--- src/rtl/adc_pkg.sv ---
// Shared constants, register layout and helpers for the ADC sample store.
package adc_pkg;

    localparam logic [2:0] ADDR_DATA      = 3'd0;
    localparam logic [2:0] ADDR_STATUS    = 3'd1;
    localparam logic [2:0] ADDR_CTRL      = 3'd2;
    localparam logic [2:0] ADDR_WATERMARK = 3'd3;
    localparam logic [2:0] ADDR_CHMASK    = 3'd4;

    localparam int unsigned ST_EMPTY    = 16;
    localparam int unsigned ST_FULL     = 17;
    localparam int unsigned ST_OVERFLOW = 18;
    localparam int unsigned ST_WM_HIT   = 19;

    localparam int unsigned CTRL_ENABLE = 0;
    localparam int unsigned CTRL_RING   = 1;
    localparam int unsigned CTRL_IRQ_EN = 2;
    localparam int unsigned CTRL_FLUSH  = 3;

    localparam int unsigned DATA_VALID_BIT = 31;
    localparam int unsigned DATA_CH_LSB    = 16;

    typedef struct packed {
        logic irq_en;
        logic ring;
        logic enable;
    } ctrl_t;

    function automatic int unsigned clog2_depth(input int unsigned depth);
        int unsigned w;
        w = 0;
        for (int unsigned i = 0; i < 32; i++) begin
            if ((33'd1 << i) < 33'(depth)) w = i + 1;
        end
        return w;
    endfunction

endpackage

--- src/rtl/adc_sample_ram.sv ---
// Simple dual-port sample RAM: one write port, one registered read port.
module adc_sample_ram #(
    parameter int unsigned ADDR_W = 6,
    parameter int unsigned WORD_W = 17
) (
    input  logic              clk,
    input  logic              wr_en,
    input  logic [ADDR_W-1:0] wr_addr,
    input  logic [WORD_W-1:0] wr_data,
    input  logic [ADDR_W-1:0] rd_addr,
    output logic [WORD_W-1:0] rd_data
);

    localparam int unsigned ENTRIES = 1 << ADDR_W;

    logic [WORD_W-1:0] mem [0:ENTRIES-1];
    logic [WORD_W-1:0] rd_data_q;

    always_ff @(posedge clk) begin
        if (wr_en) mem[wr_addr] <= wr_data;
        rd_data_q <= mem[rd_addr];
    end

    assign rd_data = rd_data_q;

endmodule

--- src/rtl/adc_sample_store.sv ---
// Tagged ADC sample FIFO with stop/ring modes, channel mask, watermark irq
// and an Avalon-MM CSR slave with read latency 1.
module adc_sample_store
    import adc_pkg::*;
#(
    parameter int unsigned DATA_W = 12,
    parameter int unsigned CH_W   = 5,
    parameter int unsigned DEPTH  = 64
) (
    input  logic              clock_clk,
    input  logic              reset_sink_reset_n,
    input  logic              smp_valid,
    input  logic [CH_W-1:0]   smp_channel,
    input  logic [DATA_W-1:0] smp_data,
    input  logic [2:0]        csr_address,
    input  logic              csr_read,
    input  logic              csr_write,
    input  logic [31:0]       csr_writedata,
    output logic [31:0]       csr_readdata,
    output logic              irq
);

    localparam int unsigned AW = clog2_depth(DEPTH);
    localparam int unsigned CW = AW + 1;
    localparam int unsigned EW = CH_W + DATA_W;

    logic [AW-1:0] wr_ptr_q, wr_ptr_d;
    logic [AW-1:0] rd_ptr_q, rd_ptr_d;
    logic [CW-1:0] count_q, count_d;
    logic          ovf_q, ovf_d;
    ctrl_t         ctrl_q, ctrl_d;
    logic [15:0]   wm_q, wm_d;
    logic [31:0]   chmask_q, chmask_d;
    logic [31:0]   rdata_q, rdata_d;
    logic          irq_q, irq_d;
    logic          fwd_q, fwd_d;
    logic [EW-1:0] fwd_data_q, fwd_data_d;

    logic          ram_we;
    logic [EW-1:0] ram_rdata;
    logic [EW-1:0] head;
    logic [EW-1:0] entry_in;
    logic [4:0]    ch_idx;
    logic          empty, full, wm_hit;
    logic          cap, pop, flush, ovf_set, ovf_clr;

    assign ch_idx   = 5'(smp_channel);
    assign entry_in = {smp_channel, smp_data};
    assign empty    = (count_q == '0);
    assign full     = (count_q == CW'(DEPTH));
    assign wm_hit   = (wm_q != 16'd0) && (16'(count_q) >= wm_q);
    assign head     = fwd_q ? fwd_data_q : ram_rdata;

    assign cap   = smp_valid && ctrl_q.enable && chmask_q[ch_idx];
    assign pop   = csr_read && (csr_address == ADDR_DATA) && !empty;
    assign flush = csr_write && (csr_address == ADDR_CTRL) && csr_writedata[CTRL_FLUSH];

    // Pointer/count update; a flush overrides any push or pop in its cycle.
    always_comb begin
        wr_ptr_d = wr_ptr_q;
        rd_ptr_d = rd_ptr_q;
        count_d  = count_q;
        ram_we   = 1'b0;
        ovf_set  = 1'b0;
        if (flush) begin
            wr_ptr_d = '0;
            rd_ptr_d = '0;
            count_d  = '0;
        end else begin
            if (pop) rd_ptr_d = rd_ptr_q + 1'b1;
            if (cap) begin
                if (!full || pop) begin
                    ram_we   = 1'b1;
                    wr_ptr_d = wr_ptr_q + 1'b1;
                    if (!pop) count_d = count_q + 1'b1;
                end else if (ctrl_q.ring) begin
                    ram_we   = 1'b1;
                    wr_ptr_d = wr_ptr_q + 1'b1;
                    rd_ptr_d = rd_ptr_q + 1'b1;
                    ovf_set  = 1'b1;
                end else begin
                    ovf_set  = 1'b1;
                end
            end else if (pop) begin
                count_d = count_q - 1'b1;
            end
        end
    end

    // The RAM reads next_rd_ptr; forward a same-cycle write to that slot.
    always_comb begin
        fwd_d      = ram_we && (wr_ptr_q == rd_ptr_d);
        fwd_data_d = entry_in;
    end

    // CSR writes.
    always_comb begin
        ctrl_d   = ctrl_q;
        wm_d     = wm_q;
        chmask_d = chmask_q;
        ovf_clr  = 1'b0;
        if (csr_write) begin
            case (csr_address)
                ADDR_STATUS:    ovf_clr = csr_writedata[ST_OVERFLOW];
                ADDR_CTRL: begin
                    ctrl_d.enable = csr_writedata[CTRL_ENABLE];
                    ctrl_d.ring   = csr_writedata[CTRL_RING];
                    ctrl_d.irq_en = csr_writedata[CTRL_IRQ_EN];
                end
                ADDR_WATERMARK: wm_d     = csr_writedata[15:0];
                ADDR_CHMASK:    chmask_d = csr_writedata;
                default: ;
            endcase
        end
        ovf_d = (ovf_q && !ovf_clr) || ovf_set;
        irq_d = ctrl_q.irq_en && wm_hit;
    end

    // CSR reads return pre-update state; readdata holds between reads.
    always_comb begin
        rdata_d = rdata_q;
        if (csr_read) begin
            rdata_d = '0;
            case (csr_address)
                ADDR_DATA: begin
                    if (!empty) begin
                        rdata_d[DATA_VALID_BIT]        = 1'b1;
                        rdata_d[DATA_CH_LSB +: CH_W]   = head[DATA_W +: CH_W];
                        rdata_d[0 +: DATA_W]           = head[DATA_W-1:0];
                    end
                end
                ADDR_STATUS: begin
                    rdata_d[15:0]        = 16'(count_q);
                    rdata_d[ST_EMPTY]    = empty;
                    rdata_d[ST_FULL]     = full;
                    rdata_d[ST_OVERFLOW] = ovf_q;
                    rdata_d[ST_WM_HIT]   = wm_hit;
                end
                ADDR_CTRL: begin
                    rdata_d[CTRL_ENABLE] = ctrl_q.enable;
                    rdata_d[CTRL_RING]   = ctrl_q.ring;
                    rdata_d[CTRL_IRQ_EN] = ctrl_q.irq_en;
                end
                ADDR_WATERMARK: rdata_d[15:0] = wm_q;
                ADDR_CHMASK:    rdata_d       = chmask_q;
                default: ;
            endcase
        end
    end

    always_ff @(posedge clock_clk or negedge reset_sink_reset_n) begin
        if (!reset_sink_reset_n) begin
            wr_ptr_q   <= '0;
            rd_ptr_q   <= '0;
            count_q    <= '0;
            ovf_q      <= 1'b0;
            ctrl_q     <= '0;
            wm_q       <= 16'(DEPTH / 2);
            chmask_q   <= '1;
            rdata_q    <= '0;
            irq_q      <= 1'b0;
            fwd_q      <= 1'b0;
            fwd_data_q <= '0;
        end else begin
            wr_ptr_q   <= wr_ptr_d;
            rd_ptr_q   <= rd_ptr_d;
            count_q    <= count_d;
            ovf_q      <= ovf_d;
            ctrl_q     <= ctrl_d;
            wm_q       <= wm_d;
            chmask_q   <= chmask_d;
            rdata_q    <= rdata_d;
            irq_q      <= irq_d;
            fwd_q      <= fwd_d;
            fwd_data_q <= fwd_data_d;
        end
    end

    adc_sample_ram #(
        .ADDR_W (AW),
        .WORD_W (EW)
    ) u_ram (
        .clk     (clock_clk),
        .wr_en   (ram_we),
        .wr_addr (wr_ptr_q),
        .wr_data (entry_in),
        .rd_addr (rd_ptr_d),
        .rd_data (ram_rdata)
    );

    assign csr_readdata = rdata_q;
    assign irq          = irq_q;

endmodule

--- config.mk ---
export PLATFORM = sky130hd
export DESIGN_NAME = adc_sample_store
export DESIGN_NICKNAME = d
export VERILOG_FILES = /design/src/rtl/adc_pkg.sv /design/src/rtl/adc_sample_ram.sv /design/src/rtl/adc_sample_store.sv
export SDC_FILE = /design/constraint.sdc
export NUM_CORES = 1
export LEC_CHECK = 0
export CAP_MARGIN = 20
export CORE_MARGIN = 2
export CORE_UTILIZATION = 40
export DETAILED_ROUTE_END_ITERATION = 8
export SYNTH_ARGS = -nofsm -noshare
export SYNTH_HDL_FRONTEND = slang
export SYNTH_SLANG_ARGS = --single-unit
export TNS_END_PERCENT = 5
--- constraint.sdc ---
create_clock -name clock_clk -period 5.35 [get_ports clock_clk]
set_input_delay 1.07 -clock clock_clk [delete_from_list [all_inputs] [get_ports clock_clk]]
set_output_delay 1.07 -clock clock_clk [all_outputs]
set_load 0.005 [all_outputs]
## Yosys cells after proc, flatten, opt, wreduce, memory -nomap -nowiden

Memory sizes are Yosys's and may differ from the RTL's. A register that Yosys moved wholly into a read port is not among the register bits.
Index checks and enable logic that the tools add are counted.
Widths: inputs -> output; s select.

| cells by class | value |
|---|---|
| $add $sub $neg | 4 |
| order comparisons | 2 |
| equal/unequal tests | 8 |
| mux-type cells | 38 |
| reductions and logical operators | 26 |

Operator list:

| cell | number |
|---|---|
| $mux 6 | 9 |
| $pmux 9 s4 | 1 |
| $mux 7 | 5 |
| $mux 17 | 1 |
| $ge 7x16->1 | 1 |
| $reduce_bool 16->1 | 1 |
| $pmux 3 s5 | 1 |
| $mux 1 | 13 |
| $add 6x1->6 const B | 2 |
| $mux 12 | 1 |
| $pmux 4 s3 | 1 |
| $logic_and 1x1->1 | 10 |
| $mux 10 | 1 |
| $pmux 4 s2 | 1 |
| $reduce_and 2->1 | 4 |
| $add 7x1->7 const B | 1 |
| $eq 7x7->1 const B | 1 |
| $logic_not 7->1 | 1 |
| $sub 7x1->7 const B | 1 |
| $eq 3x2->1 const B | 2 |
| $eq 6x6->1 | 1 |
| $lt 5x6->1 const B | 1 |
| $reduce_bool 3->1 | 2 |
| $bmux 1 s5 | 1 |
| 11 further kinds | 15 |

| storage, ports and cells | value |
|---|---|
| register bits after elaboration | 122 |
| RAM bits | 1088 |
| logic and storage cells | 92 |
| memories kept | 1 |

Memories:

| name | depth | bits a word | rd ports | clocked after memory_dff | wr ports | line | source |
|---|---|---|---|---|---|---|---|
| u_ram.mem | 64 | 17 | 1 | 1 | 1 | adc_sample_ram.sv:16 | `logic [WORD_W-1:0] mem [0:ENTRIES-1];` |

## Longest topological paths before layout

Gate-level depths: netlist of run 1.

| depth | value |
|---|---|
| word-level depth | 10 |
| mapped depth | 17 |

## Cells and area by module

From an unflattened synthesis of run 1, not the netlist that was laid out.

| second synthesis, totals | value |
|---|---|
| cell total of the unflattened synthesis | 2515 |
| area total of the unflattened synthesis | 48626.6 µm² |

By module, submodules not included:

| module | instances | cells an instance | area an instance (µm²) |
|---|---|---|---|
| adc_sample_ram | 1 | 1953 | 42344.4 |
| adc_sample_store | 1 | 562 | 6282.3 |

## Least setup slack after synthesis of run 1

Ideal clock, no wire load.

| timing path | value |
|---|---|
| path kind | input -> register |
| start | input port smp_channel[1] |
| end | memory u_ram.mem[31][0] (enable) |
| setup time | 0.435 ns |
| arrival time | 4.484 ns |
| data required time | 4.915 ns |
| slack | 0.432 ns |
| stages | 9 |
| path through | buf_6 buf_12 mux2i_1 mux4_2 a221oi_4 nand2_1 inv_1 nand2_1 nor4_1 |

| between the ends | value |
|---|---|
| cells in the longest elaborated chain, start to end | 7 |

Ends and longest elaborated chain:

| element | line | source |
|---|---|---|
| start: declaration | adc_sample_store.sv:13 | `input logic [CH_W-1:0] smp_channel,` |
| $bmux 1 s5 | adc_sample_store.sv:54 | `assign cap = smp_valid && ctrl_q.enable && chmask_q[ch_idx];` |
| $mux 1 (implied by the code) | adc_sample_store.sv:54 |  |
| $logic_and 1x1->1 | adc_sample_store.sv:54 |  |
| $mux 1 | adc_sample_store.sv:71 | `if (cap) begin` |
| $mux 1 | adc_sample_store.sv:65 | `if (flush) begin` |
| $mux 1 | adc_sample_ram.sv:20 | `if (wr_en) mem[wr_addr] <= wr_data;` |
| $mux 1 (implied by the code) | adc_sample_ram.sv:20 |  |
| end: declaration | adc_sample_ram.sv:16 |  |

No other way between the ends. The select of a mux whose other input is x is not followed.

## Worst setup path after layout of run 1

| timing path | value |
|---|---|
| start | input port csr_address[1] |
| end | register u_ram.rd_data_q[3], in the netlist u_ram.rd_data[3], read port of u_ram.mem |

| between the ends | value |
|---|---|
| cells in the longest elaborated chain, start to end | 8 |
| elaborated cells between the ends (all ways) | 12 |
| classes of those cells | eq/ne (1); mux (5); reduce/logical (6) |

Ends and longest elaborated chain:

| element | line | source |
|---|---|---|
| start: declaration | adc_sample_store.sv:15 | `input logic [2:0] csr_address,` |
| $logic_not 3->1 | adc_sample_store.sv:55 | `assign pop = csr_read && (csr_address == ADDR_DATA) && !empty;` |
| $logic_and 1x1->1 (2 in a row) | adc_sample_store.sv:55 |  |
| $mux 6 | adc_sample_store.sv:70 | `if (pop) rd_ptr_d = rd_ptr_q + 1'b1;` |
| $mux 6 | adc_sample_store.sv:76 | `end else if (ctrl_q.ring) begin` |
| $mux 6 | adc_sample_store.sv:72 | `if (!full \|\| pop) begin` |
| $mux 6 | adc_sample_store.sv:71 |  |
| $mux 6 (*) | adc_sample_store.sv:65 |  |
| end: declaration | adc_sample_ram.sv:17 | `logic [WORD_W-1:0] rd_data_q;` |

Mark *: on every way between the ends. The rest lies on a longest branch, timed or not.
A chain may end at the register's enable or synchronous reset.

==> impl_metrics.tcl, run 1 <==
set metrics [dict create \
    status "finished, final reports clean" \
    antenna_found_initial 5 \
    antenna_left 0 \
    htreeDepth 4 \
    slew_viol_final 0 \
    cts_tree "yes" \
    cts_root_buffer "clkbuf_16" \
    cts_buffers 131 \
    fin_hold_ws_ns 0.2247 \
    cts_resized 0 \
    wire_per_inst_um 24.79 \
    nets 3668 \
    finalHoldViolCount 0 \
    power.leakage_nw 20.20 \
    place_ws_ns -0.3003 \
    placementRows 129 \
    fin_crit_ns 4.902 \
    drcViolationCount 0 \
    synthFlopType "edfxtp_1" \
    fin_ws_ns 0.4482 \
    die-width_um 356.0 \
    placed_cells 5100 \
    clkLatencyLatePin_ns 0.73 \
    arrival_ns 5.47 \
    r2r_end "u_ram.rd_data[3]" \
    antennaDiodeCount 0 \
    setup_tns_ns 0 \
    ios 90 \
    critPathKind "input port to flop" \
    drt_iter0_drc 2947 \
    clockBufferDepth 3 \
    fin_crit_sh 0.9162 \
    critPathLaunchType "input port" \
    rrSetupSlack_ns 0.47 \
    critPathCaptureType "flop" \
    final_cells 5327 \
    setup_violations 0 \
    maxCapViolCount 0 \
    min_path_type "input port to asynchronous set/reset pin" \
    core_um2 123300 \
    grt_pass1_wl_mm 194.9 \
    grt-ovfl-total 0 \
    async_flop_share 0.09943 \
    grt_pass1_vias 28546 \
    yosysTopAreaCell "edfxtp_1" \
    place_area_um2 53430 \
    hold_buffers 0 \
    ys_ff_latch 1227 \
    grt_use_total 0.2082 \
    post-route-cell-area_um2 57460 \
    dpl.hpwl_mm 80.40 \
    final_common_cell "edfxtp_1" \
    irDropWorstVdd_mv 0.3324 \
    synth_edf_count 1088 \
    cts_setup_buffers 0 \
    vias 29325 \
    clock.fmax_mhz 204.0 \
    fin_util 0.4659 \
    synth_fp_nets 3443 \
    cp_data_required_time_ns 5.92 \
    synth_area_leaders "edfxtp_1 (66%), nand2_1 (5.1%), dfrtp_1 (4.5%)" \
    slew_headroom 0.2517 \
    port_buffers 89 \
    grt_max_degree 109 \
    die_area_um2 126800 \
    start_util 0.4020 \
    ys_types 76 \
    reg2regPathDepth 12 \
    fin_skew_ns 0.03144 \
    cts.sinks 1227 \
    drive_above_1_share 0.1640 \
    worst_pin_slew_ns 1.122 \
    ys_seq_area_frac 0.7283 \
    path_clk_slew_ns 0.06 \
    synth_area_um2 49570 \
    globalplace.congestion 0.8645 \
    avgSynthCellArea_um2 14.71 \
    firstDrtPassIters 7 \
    die_h_um 356.0 \
    worst_r2r_startpoint "count_q[1]" \
    crit_fanout 18 \
    post_drt_via_cell_ratio 5.505 \
    syn_to_final_growth_pct 15.90 \
    synthCells 3371 \
    p_per_area_nw_per_um2 459.3 \
    rsz0062_at_grt "no" \
    layout_common_cells "edfxtp_1 (1088), nand2_1 (676), nand3_1 (230)" \
    wl_mm 132.0 \
    yosysWarnings 0 \
    p_total_mw 26.39 \
    synth_top_area_frac 0.6590 \
]
## per-layer routing
layer,track usage,wire length (um),up-vias
li1,-,-,13142
met3,0.03575,8999,197
met4,0.06937,4012,2
met5,0,13,-
met2,0.3362,62520,1070
met1,0.2864,56500,14914
## sequential cells by signal (all words and copies together), names as in the netlist, 3 cells and up
name           flops
chmask_q          32
count_q            7
csr_readdata      32
ctrl_q             3
fwd_data_q        17
rd_ptr_q           6
u_ram.mem       1088
u_ram.rd_data     17
wm_q              16
wr_ptr_q           6
## synth_stat cells (5+ instances only)
| cell type | count |
|---|---|
| a21boi_0 | 28 |
| a21boi_1 | 6 |
| a21o_1 | 9 |
| a21oi_1 | 99 |
| a221oi_1 | 20 |
| a222oi_1 | 6 |
| a22o_1 | 16 |
| a22oi_1 | 33 |
| a31oi_1 | 49 |
| a32o_1 | 16 |
| and2_1 | 7 |
| and3_1 | 65 |
| buf_1 | 25 |
| buf_2 | 59 |
| buf_4 | 18 |
| buf_6 | 15 |
| clkbuf_1 | 85 |
| dfrtp_1 | 89 |
| dfstp_2 | 33 |
| dfxtp_1 | 17 |
| edfxtp_1 | 1088 |
| ha_1 | 14 |
| inv_1 | 33 |
| mux2_2 | 69 |
| mux2i_1 | 175 |
| mux4_1 | 5 |
| mux4_2 | 63 |
| nand2_1 | 676 |
| nand2b_1 | 5 |
| nand3_1 | 230 |
| nand4_1 | 5 |
| nor2_1 | 110 |
| nor2b_1 | 10 |
| nor3_1 | 8 |
| nor4_1 | 5 |
| o21ai_0 | 33 |
| o22ai_1 | 31 |
| o311a_1 | 16 |
| or3_1 | 5 |
| or4_1 | 34 |
| xnor2_1 | 10 |
| xor2_1 | 5 |
## how the worst max path moves through the flow
stage	from	to	slack, ns	cells past startpoint
3_3_place_gp	csr_address[1]	u_ram.rd_data[3]	-0.32	14
3_5_place_dp	csr_address[1]	u_ram.rd_data[3]	-0.30	14
5_1_grt	csr_address[1]	u_ram.rd_data[7]	0.37	14
6_report	csr_address[1]	u_ram.rd_data[3]	0.45	14
2_1_floorplan	smp_channel[1]	u_ram.mem[31][0]	0.43	9
4_1_cts	count_q[1]	u_ram.rd_data[3]	0.41	12
## layout make-up
class	count	area (um2)
inverter	37	172.7
clock inverter	46	445.4
tap	1637	2048
clock buffer	181	3583
timing repair buffer	295	2721
sequential	1227	36110
fill	10668	65860
multi-input combinational	1904	12380
## power breakdown
group | switching (mW) | leakage [nW] | internal (mW)
registers | 0.282 | 11.4 | 10.8
clock network | 3.64 | 1.96 | 4.98
logic | 4.14 | 6.86 | 2.58
## cell families after synthesis
kind of cell    after synthesis  share of synthesized area
xor+xnor                     15                   0.002650
mux                         313                    0.08273
buf+inv                     240                    0.02370
flops                      1227                     0.7283
simple gates               1181                     0.1057
fa+ha+maj                    15                   0.003937
compound gates              380                    0.05298
## worst max-delay path, cell delays in order
cell	delay, ns
clkdlybuf4s50_1	0.45
nor4b_2	0.50
buf_4	0.24
nor4b_2	0.08
a211o_1	0.29
nand4_1	0.09
or3b_4	0.49
inv_16	0.18
buf_12	0.20
buf_12	0.14
mux4_2	0.50
a22o_1	0.23
o21ai_0	0.78
a22oi_1	0.17
Note: power is estimated with default switching activity, not from simulation.
==> inputs of run 2 (changes only) <==
--- a/config.mk
+++ b/config.mk
@@ -8,7 +8,9 @@
 export CAP_MARGIN = 20
 export CORE_MARGIN = 2
 export CORE_UTILIZATION = 40
+export CTS_BUF_LIST = sky130_fd_sc_hd__clkbuf_4 sky130_fd_sc_hd__clkbuf_8
 export DETAILED_ROUTE_END_ITERATION = 8
+export GPL_TIMING_DRIVEN = 0
 export SYNTH_ARGS = -nofsm -noshare
 export SYNTH_HDL_FRONTEND = slang
 export SYNTH_SLANG_ARGS = --single-unit
==> constraint.sdc (replaced) <==
create_clock -name clock_clk -period 4.25 [get_ports clock_clk]
set_input_delay 0.85 -clock clock_clk [delete_from_list [all_inputs] [get_ports clock_clk]]
set_output_delay 0.85 -clock clock_clk [all_outputs]
set_load 0.005 [all_outputs]
==> run 2 against run 1 <==
Net effect: critical path type is now flop to flop; clock power increased by 17%; die area unchanged; the run now ends with negative setup slack left; first-iteration DRC count up 15%; flip-flop and latch count did not move; clock skew is 0.0022 ns higher.
==> impl_metrics.tcl, run 2 (synthesis results as in run 1) <==
set metrics [dict create \
    fin_ws_ns -0.1279 \
    clkLatencyLatePin_ns 0.91 \
    final_common_cell "edfxtp_1" \
    cts_tree "yes" \
    syn_to_final_growth_pct 20.11 \
    nets 3833 \
    globalplace.congestion 0.9267 \
    fin_crit_ns 4.378 \
    start_util 0.4020 \
    cts_root_buffer "clkbuf_8" \
    setup_violations 115 \
    wire_per_inst_um 25.79 \
    fin_skew_ns 0.03369 \
    largest_reg_flops 1088 \
    clockBufferDepth 3 \
    finalHoldViolCount 0 \
    drt_iter0_drc 3390 \
    p_per_area_nw_per_um2 573.5 \
    setup_tns_ns -6.456 \
    port_buffers 88 \
    path_clk_slew_ns 0.06 \
    vias 30772 \
    placed_cells 5160 \
    multiInputGateArea_um2 13560 \
    critPathCaptureType "flop" \
    critPathLaunchType "flop" \
    htreeDepth 4 \
    drcViolationCount 0 \
    grt_max_degree 66 \
    seqCellArea_um2 36110 \
    die-width_um 356.0 \
    maxCapViolCount 0 \
    min_path_type "input port to flop" \
    slew_viol_final 0 \
    crit_fanout 14 \
    grt-ovfl-total 0 \
    cts_buffers 200 \
    power.leakage_nw 20.90 \
    final_cells 5558 \
    dpl.hpwl_mm 90.99 \
    post_drt_via_cell_ratio 5.537 \
    cp_data_required_time_ns 4.83 \
    grt_pass1_wl_mm 206.4 \
    grt_pass1_vias 30025 \
    place_area_um2 53670 \
    post-route-cell-area_um2 59540 \
    clock.fmax_mhz 228.4 \
    layout_common_cells "edfxtp_1 (1088), nand2_1 (671), nand3_1 (226)" \
    die_h_um 356.0 \
    ios 90 \
    drive_above_1_share 0.2490 \
    firstDrtPassIters 8 \
    place_ws_ns -2.862 \
    n_fill_cell 10648 \
    status "finished, violations left" \
    cts.sinks 1227 \
    antenna_found_initial 5 \
    fin_crit_sh 1.030 \
    wl_mm 143.3 \
    worst_pin_slew_ns 1.178 \
    violations "negative setup slack" \
    critPathKind "flop to flop" \
    rsz0062_at_grt "yes" \
    antenna_left 0 \
    slew_headroom 0.2146 \
    grt_use_total 0.2250 \
    irDropWorstVdd_mv 0.3611 \
    arrival_ns 4.96 \
    die_area_um2 126800 \
    placementRows 129 \
    core_um2 123300 \
    top_register "u_ram.mem" \
]
## run 2: changes by cell type in the layout (fill, tap and decap cells not counted), moves of 19 or more
| cell | before | now |
|---|---|---|
| buf_6 | 0 | 30 |
| nor2_1 | 93 | 43 |
| clkbuf_4 | 1 | 94 |
| or4_1 | 34 | 8 |
| buf_4 | 178 | 69 |
| nor2_2 | 18 | 40 |
| nor2_4 | 0 | 28 |
| or4_4 | 0 | 26 |
| clkbuf_16 | 134 | 0 |
| clkinv_1 | 17 | 36 |
| buf_8 | 0 | 55 |
| clkbuf_2 | 0 | 29 |
| mux2i_1 | 174 | 155 |
| clkbuf_8 | 5 | 212 |
## run 2: per-layer routing
layer | global-route usage | part of all wire
met1 | 0.3077 | 0.41
met2 | 0.3460 | 0.46
met3 | 0.05306 | 0.090
met4 | 0.09308 | 0.037
met5 | 0 | 0
## run 2: layout make-up
| class | count | share of cell area |
|---|---|---|
| Antenna cell | 5 | 0.0002101 |
| Buffer | 202 | 0.02471 |
| Clock buffer | 286 | 0.05802 |
| Clock inverter | 71 | 0.007460 |
| Inverter | 37 | 0.002627 |
| Multi-Input combinational cell | 1904 | 0.2277 |
| Sequential cell | 1227 | 0.6064 |
| Tap cell | 1637 | 0.03440 |
| Timing Repair Buffer | 189 | 0.03841 |
## run 2: repair_timing
action | CTS | global route
gates cloned | 2 | 0
hold endpoints to repair | 48 | 0
endpoints found under the setup margin | 1100 | 814
hold buffers | 1 | 0
pin swaps | 20 | 14
setup buffers | 21 | 13
gates resized for setup | 320 | 111
## run 2: metrics by stage
step             util  hold WS (ns)  power (mW)
2_1_floorplan       -        0.4699       19.24
3_3_place_gp   0.4258        0.5104       22.70
3_5_place_dp   0.4353        0.5125       22.78
4_1_cts        0.4790        0.2042       33.92
5_1_grt        0.4828        0.2365       35.44
6_report       0.4829        0.2900       34.15
## run 2: critical path, stage by stage (launching register included)
cell      delay (ns)
dfstp_2         0.56
mux2i_1         0.08
mux4_2          0.50
a221oi_4        0.32
buf_12          0.16
nand2_1         0.32
nor2_2          0.38
and3_1          0.31
nand2_1         0.60
nor2_2          0.59
buf_8           0.24
## run 2: power by group
group / switching (mW) / total [mW] / internal (mW)
Sequential: 0.248 / 13.8 / 13.5
Clock: 4.68 / 10.1 / 5.40
Combinational: 6.45 / 10.3 / 3.82
## run 2: worst paths after layout
kind	from	end	slack (ns)	cells after the start
max	chmask_q[16]	u_ram.mem[45][7]	-0.13	10
max reg2reg	chmask_q[16]	u_ram.mem[45][7]	-0.13	10
min in group asynchronous	reset_sink_reset_n	csr_readdata[24]	0.51	2
min reg2reg	csr_readdata[22]	csr_readdata[22]	0.52	2
max in group asynchronous	reset_sink_reset_n	chmask_q[6]	2.97	3
min	smp_channel[3]	fwd_data_q[15]	0.29	1
